[src/rtl/load_fifo_pkg.sv]
// Shared constants for the 64-bit datapath register and the FIFO that feeds it.
package load_fifo_pkg;

    localparam int WORD_W          = 64;
    localparam int LOAD_FIFO_DEPTH = 4;

endpackage : load_fifo_pkg

[src/rtl/load_fifo_mem.sv]
// DEPTH x WIDTH storage for load_fifo: one synchronous write port, one asynchronous read port.
module load_fifo_mem #(
    parameter int WIDTH = 64,
    parameter int DEPTH = 4,
    localparam int PTR_W = $clog2(DEPTH)
) (
    input  logic             clk,
    input  logic             we,
    input  logic [PTR_W-1:0] waddr,
    input  logic [WIDTH-1:0] wdata,
    input  logic [PTR_W-1:0] raddr,
    output logic [WIDTH-1:0] rdata
);

    logic [WIDTH-1:0] mem [DEPTH];

    // NOTE: storage has no reset; the pointers and count in the parent decide
    // which entries are live, so clearing the array would only cost area.
    always_ff @(posedge clk) begin
        if (we) begin
            mem[waddr] <= wdata;
        end
    end

    assign rdata = mem[raddr];

endmodule : load_fifo_mem

[src/rtl/load_fifo.sv]
// First-word-fall-through buffer that presents the oldest word to the datapath
// register and strobes its load once per word whenever downstream allows (take).
module load_fifo
    import load_fifo_pkg::*;
#(
    parameter int WIDTH = WORD_W,
    parameter int DEPTH = LOAD_FIFO_DEPTH,
    localparam int CNT_W = $clog2(DEPTH + 1)
) (
    input  logic             clk,
    input  logic             rst,
    input  logic [WIDTH-1:0] in_data,
    input  logic             in_valid,
    output logic             in_ready,
    input  logic             flush,
    input  logic             take,
    output logic [WIDTH-1:0] I,
    output logic             ld,
    output logic [CNT_W-1:0] count,
    output logic             empty,
    output logic             full
);

    localparam int PTR_W = $clog2(DEPTH);

    logic [PTR_W-1:0] wr_ptr;
    logic [PTR_W-1:0] rd_ptr;
    logic [CNT_W-1:0] cnt;
    logic [WIDTH-1:0] head;
    logic             push;
    logic             pop;
    logic             clear;

    // in_ready depends only on registered occupancy, never on take.
    assign full     = (cnt == CNT_W'(DEPTH));
    assign empty    = (cnt == '0);
    assign in_ready = !full;
    assign push     = in_valid && in_ready;
    assign pop      = take && !empty;
    assign clear    = rst || flush;

    assign ld    = pop;
    assign count = cnt;
    assign I     = empty ? '0 : head;

    // NOTE: state registers use non-blocking assignments so every flop samples
    // pre-edge values regardless of statement order.
    always_ff @(posedge clk) begin
        if (clear) begin
            wr_ptr <= '0;
            rd_ptr <= '0;
            cnt    <= '0;
        end else begin
            if (push) begin
                wr_ptr <= wr_ptr + 1'b1;
            end
            if (pop) begin
                rd_ptr <= rd_ptr + 1'b1;
            end
            case ({push, pop})
                2'b10:   cnt <= cnt + 1'b1;
                2'b01:   cnt <= cnt - 1'b1;
                default: cnt <= cnt;
            endcase
        end
    end

    // A push coinciding with flush or reset is dropped, so it is not written either.
    load_fifo_mem #(
        .WIDTH (WIDTH),
        .DEPTH (DEPTH)
    ) u_mem (
        .clk   (clk),
        .we    (push && !clear),
        .waddr (wr_ptr),
        .wdata (in_data),
        .raddr (rd_ptr),
        .rdata (head)
    );

endmodule : load_fifo
[config.mk]
export PLATFORM = sky130hd
export DESIGN_NAME = load_fifo
export DESIGN_NICKNAME = d
export VERILOG_FILES = /design/src/rtl/load_fifo_pkg.sv /design/src/rtl/load_fifo_mem.sv /design/src/rtl/load_fifo.sv
export SDC_FILE = /design/constraint.sdc
export NUM_CORES = 1
export LEC_CHECK = 0
export ABC_AREA = 1
export ABC_CLOCK_PERIOD_IN_PS = 6400
export CAP_MARGIN = 10
export CORE_MARGIN = 2
export CORE_UTILIZATION = 48
export CTS_CLUSTER_SIZE = 30
export DETAILED_ROUTE_END_ITERATION = 16
export PLACE_DENSITY_LB_ADDON = 0.15
export SYNTH_ARGS = -nofsm -noshare
export SYNTH_HDL_FRONTEND = slang
export SYNTH_SLANG_ARGS = --single-unit
[constraint.sdc]
create_clock -name clk -period 6.4 [get_ports clk]
set_input_delay 1.92 -clock clk [delete_from_list [all_inputs] [get_ports clk]]
set_output_delay 1.92 -clock clk [all_outputs]
set_load 0.005 [all_outputs]
==> summary.txt, run 1 <==
Run status
  – Status: finished, final reports clean

Yosys
  – Compound-Gate Fraction of Synth Area: 9.55%
  – Area contributors post-synth: edfxtp_1 74%, nor2_1 9.7%, o21ai_0 5.8%
  – Synth Flop Type: edfxtp_1
  – Yosys reg bits: 265
  – Most frequent cell after synthesis: nor2_1
  – Post-Syn Area: 10400 um^2
  – Post-synthesis adder-cell area fraction: 0.792%
  – Simple-gate share of the synthesized area: 10.5%
  – Synth cell count leaders: 270 x nor2_1, 256 x edfxtp_1, 120 x o21ai_0, 69 x a21oi_1, 20 x inv_1
  – Synth Warn #: 0
  – Main combinational cell family by area after synthesis: simple AND/OR/NAND/NOR gates
  – Post-Synthesis Net Count: 905
  – Async set or reset register ratio after synthesis: 0%
  – Cells after synthesis: 830
  – Syn Area/Cell: 12.6 um^2
  – Synthesized-area fraction occupied by xor and xnor cells: 0%
  – Multiplexer area fraction after synthesis: 0%
  – Yosys top cell area share: 73.7%
  – Post-synth EDFFs: 256
  – Yosys cell types: 18
  – Seq/Total Area, Yosys: 75.4%
  – Synth area leader: edfxtp_1

Setup path
  – RR Startpoint: count[1]$_SDFFE_PP0P_
  – R2r endpoint: u_mem.mem[2][19]$_DFFE_PP_
  – Crit path kind: register to primary output
  – Max FO, Critical Path: 92
  – R2r worst-path depth: 7
  – Startpoint types: register
  – Required time worst endpoint: 4.48 ns
  – Critical Path AT: 3.19 ns
  – Endpoint type of the worst setup path: primary output
  – R2R Setup Slk: 3.81 ns

Min path
  – Hold depth: 2
  – Hold path startpoint: rd_ptr[1]$_SDFFE_PP0P_
  – Hold Path Class: register to register

Global routing
  – First-pass GRT wire length: 32800 um
  – Largest net degree at the start of global routing: 97
  – Grt total ovfl: 0
  – Vias in the first global route: 6296
  – Gr usage total: 18.8%
  – Initial antenna violation count: 2

Layout
  – Layout cell share with drive strength beyond 1: 5.82%
  – Layout area overhead: 22.5%
  – Filler instances: 1625
  – Final #Nets: 1036

CTS
  – Max H-tree Level: 1
  – CTS sink cnt: 265
  – CTS buffer count: 26
  – Post-cts sizing count: 0
  – Root buffer cell: clkbuf_16
  – Clock buffer depth: 3
  – Clock Latency Late Sink: 0.51 ns
  – Hold_buf cts: 0
  – Setup Fix Bufs, Post-CTS: 0
  – Clock transition at path regs: 0.06 ns
  – CTS tree: done

Power
  – PwrDens: 280 nW/um^2
  – Switch share: 20.2%
  – Internal: 2.85 mW
  – Final Power: 3.57 mW
  – Sequential share of power: 54.0%
  – Clock power share: 39.0%
  – Peak VDD IR: 0.213 mV
  – Gate power share: 6.9%
  – Leak: 4.30 nW
  – Sw power: 722 uW

STA
  – Max-slew headroom: 32.4%
  – Min cycle time layout: 5.11 ns
  – Max Freq: 196 MHz
  – Least-Margin Pin Slew: 1.01 ns
  – Final TNS setup: 0 ns
  – Hold Fails Final Rpt: 0
  – Tcrit/Tclk final: 79.9%
  – Setup violators final: 0
  – RSZ-0062 raised after global routing: false
  – Setup ws final: 1.29 ns
  – Worst Skew: 0.00969 ns
  – Max-slew violation count: 0
  – Fin Hold WS: 0.507 ns

Floorplanning
  – Rows: 53
  – Full die area: 22900 um^2
  – Chip width: 151 um
  – Top Ports: 140
  – Core Footprint: 21200 um^2
  – Die Ht: 151 um
  – Starting density of the core: 49.3%

Detailed routing
  – ANT nets after route: 0
  – Drt pass-1 iters: 5
  – DR WL/cell: 17.0 um
  – Vias per inst: 5.19
  – Post-route DRC: 0
  – Routed wire length: 21300 um
  – DRT iter0 DRCs: 354
  – DR vias: 6517

Run
  – Max cap viols: 0

Place
  – Placer Congestion: 0.718
  – Placement Setup Slack: 1.38 ns
  – DPL Wire Length: 11400 um
  – I/O Buffers: 139
==> worst max-delay path, cell delays in order (launching register included) <==
cell and delay, ns:
dfxtp_4 0.62, buf_4 0.80, nor2_1 0.11, nor2_1 0.10
o21ai_0 0.09, a21oi_1 0.28, clkdlybuf4s50_1 0.58
==> logic make-up (layout without fill, tap and decap cells) <==
kind of cell	count (synthesis)	in the layout
AO/OA/AOI/OAI	199	199
adder cells (fa/ha/maj)	6	6
buffers and inverters	70	219
flip-flops	265	265
other	0	1
AND/OR/NAND/NOR	290	290
==> per-layer routing <==
metal / global-route usage (%) / wire length [um]
met1: 24.8 / 9350
met2: 32.0 / 10300
met3: 3.73 / 1280
met4: 5.05 / 414
met5: 0 / 13
==> cell type report <==
cell class | instances | area (um^2) | share of cell area, %
clock buffers | 33 | 698 | 5.46
clock inverters | 13 | 88.8 | 0.695
inverters | 22 | 83.8 | 0.656
repair buffers | 151 | 1480 | 11.6
flip-flops and latches | 265 | 7870 | 61.6
multi-input cells | 495 | 2210 | 17.3
well taps | 275 | 344 | 2.69
diodes | 1 | 2.50 | 0.0196
==> worst max-delay path by stage <==
stage / endpoint / slack, ns / cells past startpoint
2_1_floorplan: u_mem.mem[0][0]$_DFFE_PP_ / 0.86 / 3
3_3_place_gp: ld / 1.39 / 4
3_5_place_dp: ld / 1.38 / 4
4_1_cts: I[1] / 1.26 / 5
5_1_grt: I[31] / 0.98 / 5
6_report: I[59] / 1.29 / 6
==> power by group through the flow <==
stage / Combinational, mW / Clock [mW] / Sequential (mW)
2_1_floorplan: 0.0973 / 0 / 1.97
3_3_place_gp: 0.248 / 0 / 1.97
3_5_place_dp: 0.249 / 0 / 1.97
4_1_cts: 0.251 / 1.43 / 1.93
5_1_grt: 0.273 / 1.50 / 1.93
6_report: 0.247 / 1.40 / 1.93
==> state kept, by name, summed over array words and instances, names as in the netlist, named ones only <==
| signal | cells |
|---|---|
| wr_ptr | 2 |
| u_mem.mem | 256 |
| rd_ptr | 2 |
| count | 3 |
==> placed cells by master, fill, tap and decap left out, drive strengths merged <==
cell type,instances
nor2,270
edfxtp,256
clkdlybuf4s50,139
o21ai,130
a21oi,69
clkbuf,33
inv,21
nand2,15
clkinv,13
buf,12
dfxtp,9
ha,5
nand3,4
diode,1
nand3b,1
fa,1
bufinv,1
==> through the flow <==
step                      std cells  utilization [%]  instance area [um^2]
after global placement         1208             56.7                 12000
after global routing           1254             60.4                 12800
after floorplan                 830                -                 10400
after CTS                      1254             60.4                 12800
final                          1255             60.4                 12800
after detailed placement       1208             56.7                 12000
No activity file was read; power rests on OpenSTA's default activity.
==> inputs of run 2 (changes only) <==
Settings changed: ABC_CLOCK_PERIOD_IN_PS 6400 to 5300.
Clock period 6.4 ns to 5.3 ns, I/O delays scaled along.
==> summary.txt, run 2 (synthesis gave the netlist of run 1 again) <==
Setup path
  – Critical Path AT: 2.91 ns
  – Crit path max-delay family: buffers and inverters
  – Max incr delay on CP: 0.64 ns
  – RR Startpoint: count[1]$_SDFFE_PP0P_
  – Slowest CP cell: buf_4
  – R2r endpoint: u_mem.mem[0][30]$_DFFE_PP_
  – Crit path kind: register to primary output
  – CP Buf/Inv Count: 3
  – R2R Setup Slk: 2.98 ns
  – Endpoint type of the worst setup path: primary output
  – Crit-path cells: clkinv_2, buf_4, o21ai_0, a21oi_1, clkdlybuf4s50_1
  – Max FO, Critical Path: 92
  – R2r worst-path depth: 7
  – Startpoint types: register
  – Required time worst endpoint: 3.71 ns

STA
  – Fin Hold WS: 0.512 ns
  – Hold Fails Final Rpt: 0
  – Least-Margin Pin Slew: 0.884 ns
  – Worst Skew: 0.00723 ns
  – Max Freq: 222 MHz
  – Max-slew violation count: 0
  – Tcrit/Tclk final: 84.9%
  – Setup violators final: 0
  – RSZ-0062 raised after global routing: false
  – Min cycle time layout: 4.50 ns
  – Max-slew headroom: 41.1%
  – Final TNS setup: 0 ns

Global routing
  – Initial antenna violation count: 1
  – Largest net degree at the start of global routing: 93
  – Gr usage total: 19.0%
  – First-pass GRT wire length: 33300 um
  – Grt total ovfl: 0
  – Vias in the first global route: 6280

Layout
  – Max FFs per register: 256
  – Largest register by flop count: u_mem.mem
  – Commonest non-fill, non-tap cell in the layout: nor2_1
  – Final Cell Area: 12800 um^2
  – Most frequent cells in the layout: 266 x nor2_1, 256 x edfxtp_1, 139 x clkdlybuf4s50_1, 120 x o21ai_0, 69 x a21oi_1
  – Layout area overhead: 23.1%
  – Final #Nets: 1037
  – Layout cell share with drive strength beyond 1: 6.02%

Power
  – Internal: 3.45 mW
  – Sw power: 887 uW
  – Clock power share: 39.2%
  – Leak: 4.33 nW
  – Switch share: 20.5%
  – PwrDens: 338 nW/um^2
  – Gate power share: 7.0%
  – Peak VDD IR: 0.293 mV
  – Sequential share of power: 53.8%

Detailed routing
  – DRT iter0 DRCs: 377
  – Drt pass-1 iters: 5
  – Routed wire length: 21800 um
  – DR vias: 6506
  – Vias per inst: 5.18
  – Post-route DRC: 0
  – DR WL/cell: 17.4 um
  – ANT nets after route: 0

CTS
  – CTS sink cnt: 265
  – Clock Latency Late Sink: 0.51 ns
  – Setup Fix Bufs, Post-CTS: 0
  – CTS tree: done
  – Hold_buf cts: 0
  – CTS buffer count: 27
  – Clock transition at path regs: 0.06 ns
  – Root buffer cell: clkbuf_16
  – Clock buffer depth: 3
  – Post-cts sizing count: 0
  – Max H-tree Level: 1

Place
  – Placer Congestion: 0.719
  – DPL Wire Length: 11800 um
  – Placed instance area: 12100 um^2
  – I/O Buffers: 139

Floorplanning
  – Starting density of the core: 49.3%
  – Die Ht: 151 um
  – Rows: 53
  – Chip width: 151 um
  – Core Footprint: 21200 um^2
  – Top Ports: 140
  – Full die area: 22900 um^2

Min path
  – Hold Path Class: register to register
  – Hold depth: 2
  – Hold path startpoint: rd_ptr[1]$_SDFFE_PP0P_

Run status
  – Status: finished, final reports clean

Run
  – Max cap viols: 0
-- run 2: cell types whose count changed in the layout (fill, tap and decap cells not counted), sizes merged --
cell and change:
clkinv +2, clkbuf -1
-- run 2: final cells by class --
cell class | instances | area, um^2
Clock inverter | 15 | 95.1
Tap cell | 275 | 344
Fill cell | 1673 | 8310
Timing Repair Buffer | 151 | 1540
Sequential cell | 265 | 7870
Multi-Input combinational cell | 495 | 2210
Inverter | 22 | 83.8
Antenna cell | 1 | 2.50
Clock buffer | 32 | 694
-- run 2: power groups by stage --
| stage | Sequential [mW] | Clock (mW) | Combinational, mW |
|---|---|---|---|
| final | 2.33 | 1.70 | 0.304 |
| after global routing | 2.33 | 1.82 | 0.334 |
| after CTS | 2.33 | 1.73 | 0.308 |
| after detailed placement | 2.38 | 0 | 0.306 |
| after global placement | 2.38 | 0 | 0.304 |
| after floorplan | 2.38 | 0 | 0.117 |
-- run 2: worst max path at each step --
stage / from / end / cells after the start
final: register / I[63] / 5
after global routing: register / I[63] / 5
after CTS: register / I[59] / 5
after detailed placement: take / ld / 4
after global placement: take / ld / 4
after floorplan: flush / u_mem.mem[0][0]$_DFFE_PP_ / 3
-- run 2: metrics by stage --
| step | cells | power [mW] | setup slack (ns) | util [%] |
|---|---|---|---|---|
| finish | 1256 | 4.34 | 0.799 | 60.7 |
| global route | 1255 | 4.49 | 0.619 | 60.7 |
| floorplan | 830 | 2.49 | 0.0910 | - |
| global placement | 1208 | 2.68 | 0.940 | 57.0 |
| CTS | 1255 | 4.37 | 0.756 | 60.7 |
| detailed placement | 1208 | 2.68 | 0.941 | 57.0 |
-- run 2: per-layer routing --
| metal | share of wire, % | vias to the layer above | GRT usage, % | routed length [um] |
|---|---|---|---|---|
| li1 | - | 3174 | - | - |
| met1 | 45 | 3145 | 26.0 | 9770 |
| met2 | 48 | 164 | 32.0 | 10600 |
| met3 | 5.5 | 23 | 3.43 | 1210 |
| met4 | 1.3 | 0 | 4.39 | 275 |
| met5 | 0 | - | 0 | 0 |
-- run 2: worst register-to-register path, cell delays in order, from the launching register on --
cell and delay [ns]:
dfxtp_1 0.38, nor2_1 0.08, nand2_1 0.17, inv_1 0.08
nor2_1 0.13, nand2_1 0.25, nor2_4 0.31, buf_4 0.55
==> inputs of run 3 (changes only) <==
Settings changed: ABC_CLOCK_PERIOD_IN_PS 5300 to 3600.
Clock period 5.3 ns to 3.6 ns, I/O delays scaled along.
==> summary.txt, run 3 (synthesis gave the netlist of run 1 again) <==
STA
  – Max Freq: 283 MHz
  – Max-slew violation count: 0
  – Max-slew headroom: 58.1%
  – Least-Margin Pin Slew: 0.629 ns
  – Fin Hold WS: 0.501 ns
  – Hold Fails Final Rpt: 0
  – Worst Skew: 0.0128 ns
  – Tcrit/Tclk final: 98.1%
  – Setup ws final: 0.0667 ns
  – Final TNS setup: 0 ns
  – Min cycle time layout: 3.53 ns
  – Setup violators final: 0
  – RSZ-0062 raised after global routing: false

Layout
  – Max FFs per register: 256
  – Layout area overhead: 25.3%
  – Most frequent cells in the layout: 266 x nor2_1, 256 x edfxtp_1, 139 x clkdlybuf4s50_1, 120 x o21ai_0, 68 x a21oi_1
  – Layout cell share with drive strength beyond 1: 6.75%
  – Commonest non-fill, non-tap cell in the layout: nor2_1
  – Final #Nets: 1049
  – Final Cell Area: 13100 um^2
  – Largest register by flop count: u_mem.mem
  – # diodes: 0

Floorplanning
  – Rows: 53
  – Core Footprint: 21200 um^2
  – Full die area: 22900 um^2
  – Top Ports: 140
  – Starting density of the core: 49.3%
  – Chip width: 151 um
  – Die Ht: 151 um

Detailed routing
  – Vias per inst: 5.18
  – DR vias: 6568
  – Routed wire length: 22400 um
  – DRT iter0 DRCs: 480
  – ANT nets after route: 0
  – Post-route DRC: 0
  – DR WL/cell: 17.6 um
  – Drt pass-1 iters: 4

Power
  – PwrDens: 496 nW/um^2
  – Leak: 4.42 nW
  – Peak VDD IR: 0.345 mV

Global routing
  – Gr usage total: 19.5%
  – Largest net degree at the start of global routing: 65
  – Initial antenna violation count: 0
  – Grt total ovfl: 0
  – First-pass GRT wire length: 34000 um
  – Vias in the first global route: 6359

Run
  – Max cap viols: 0

CTS
  – Clock buffer depth: 3
  – CTS tree: done
  – CTS sink cnt: 265
  – Max H-tree Level: 1
  – Clock Latency Late Sink: 0.52 ns
  – Root buffer cell: clkbuf_16
  – CTS buffer count: 27
  – Clock transition at path regs: 0.06 ns

Setup path
  – Worst path depth: 5
  – CP Buf/Inv Count: 3
  – RR Startpoint: count[1]$_SDFFE_PP0P_
  – Startpoint types: register
  – Crit-path cells: clkinv_2, buf_4, o21ai_0, a21oi_1, clkdlybuf4s50_1
  – R2r worst-path depth: 7
  – Slowest CP cell: clkdlybuf4s50_1
  – Critical Path AT: 2.45 ns
  – Required time worst endpoint: 2.52 ns
  – Crit path max-delay family: buffers and inverters
  – Crit path kind: register to primary output
  – Endpoint type of the worst setup path: primary output
  – Max incr delay on CP: 0.56 ns
  – Max FO, Critical Path: 25
  – R2R Setup Slk: 1.54 ns

Place
  – Placed instance area: 12200 um^2
  – Placement Setup Slack: 0.251 ns
  – DPL Wire Length: 12300 um
  – I/O Buffers: 139
  – Placer Congestion: 0.723

Min path
  – Hold path startpoint: rd_ptr[1]$_SDFFE_PP0P_
  – Hold depth: 2
  – Hold Path Class: register to register

Run status
  – Status: finished, final reports clean
## run 3: final cells by class
| class | instances | area [um^2] |
|---|---|---|
| repair buffers | 163 | 1740 |
| multi-input cells | 495 | 2210 |
| clock buffers | 34 | 702 |
| clock inverters | 13 | 113 |
| inverters | 22 | 86.3 |
| fillers | 1657 | 8080 |
| flip-flops and latches | 265 | 7870 |
| well taps | 275 | 344 |
## run 3: final timing paths
check	endpoint
setup / recovery	I[13]
hold / removal	register
setup reg to reg	u_mem.mem[1][56]$_DFFE_PP_
hold reg to reg	register
## run 3: per-layer routing
metal | track usage (%) | wire length (um) | up-vias
met5 | 0 | 0 | -
met4 | 5.51 | 469 | 0
met3 | 3.83 | 1160 | 33
met2 | 32.9 | 10800 | 139
met1 | 26.0 | 9930 | 3187
li1 | - | - | 3209
## run 3: per-stage QoR
step                instances  util, %  power (mW)
floorplan                 830        -        3.67
global placement         1219     57.7        3.96
detailed placement       1219     57.7        3.97
CTS                      1267     61.7        6.54
global route             1267     61.8        6.69
finish                   1267     61.8        6.48
## run 3: timing repair
item                                    in CTS  in global routing
pin swaps                                    0                  1
setup buffers                                0                  0
cloned                                       1                  0
endpoints found under the hold margin        0                  0
hold buffers                                 0                  0
gates resized for setup                      1                  7
endpoints found under the setup margin       4                 14
## run 3: worst min-delay path, cell delays in order, from the launching register on
cell	delay, ns
dfxtp_1	0.33
nand2_1	0.07
a21oi_1	0.07
## run 3: where the power goes
part	switching [mW]	internal, mW	leakage [nW]
combinational	0.238	0.239	1.64
clock	1.06	1.51	0.393
sequential	0.0110	3.42	2.39
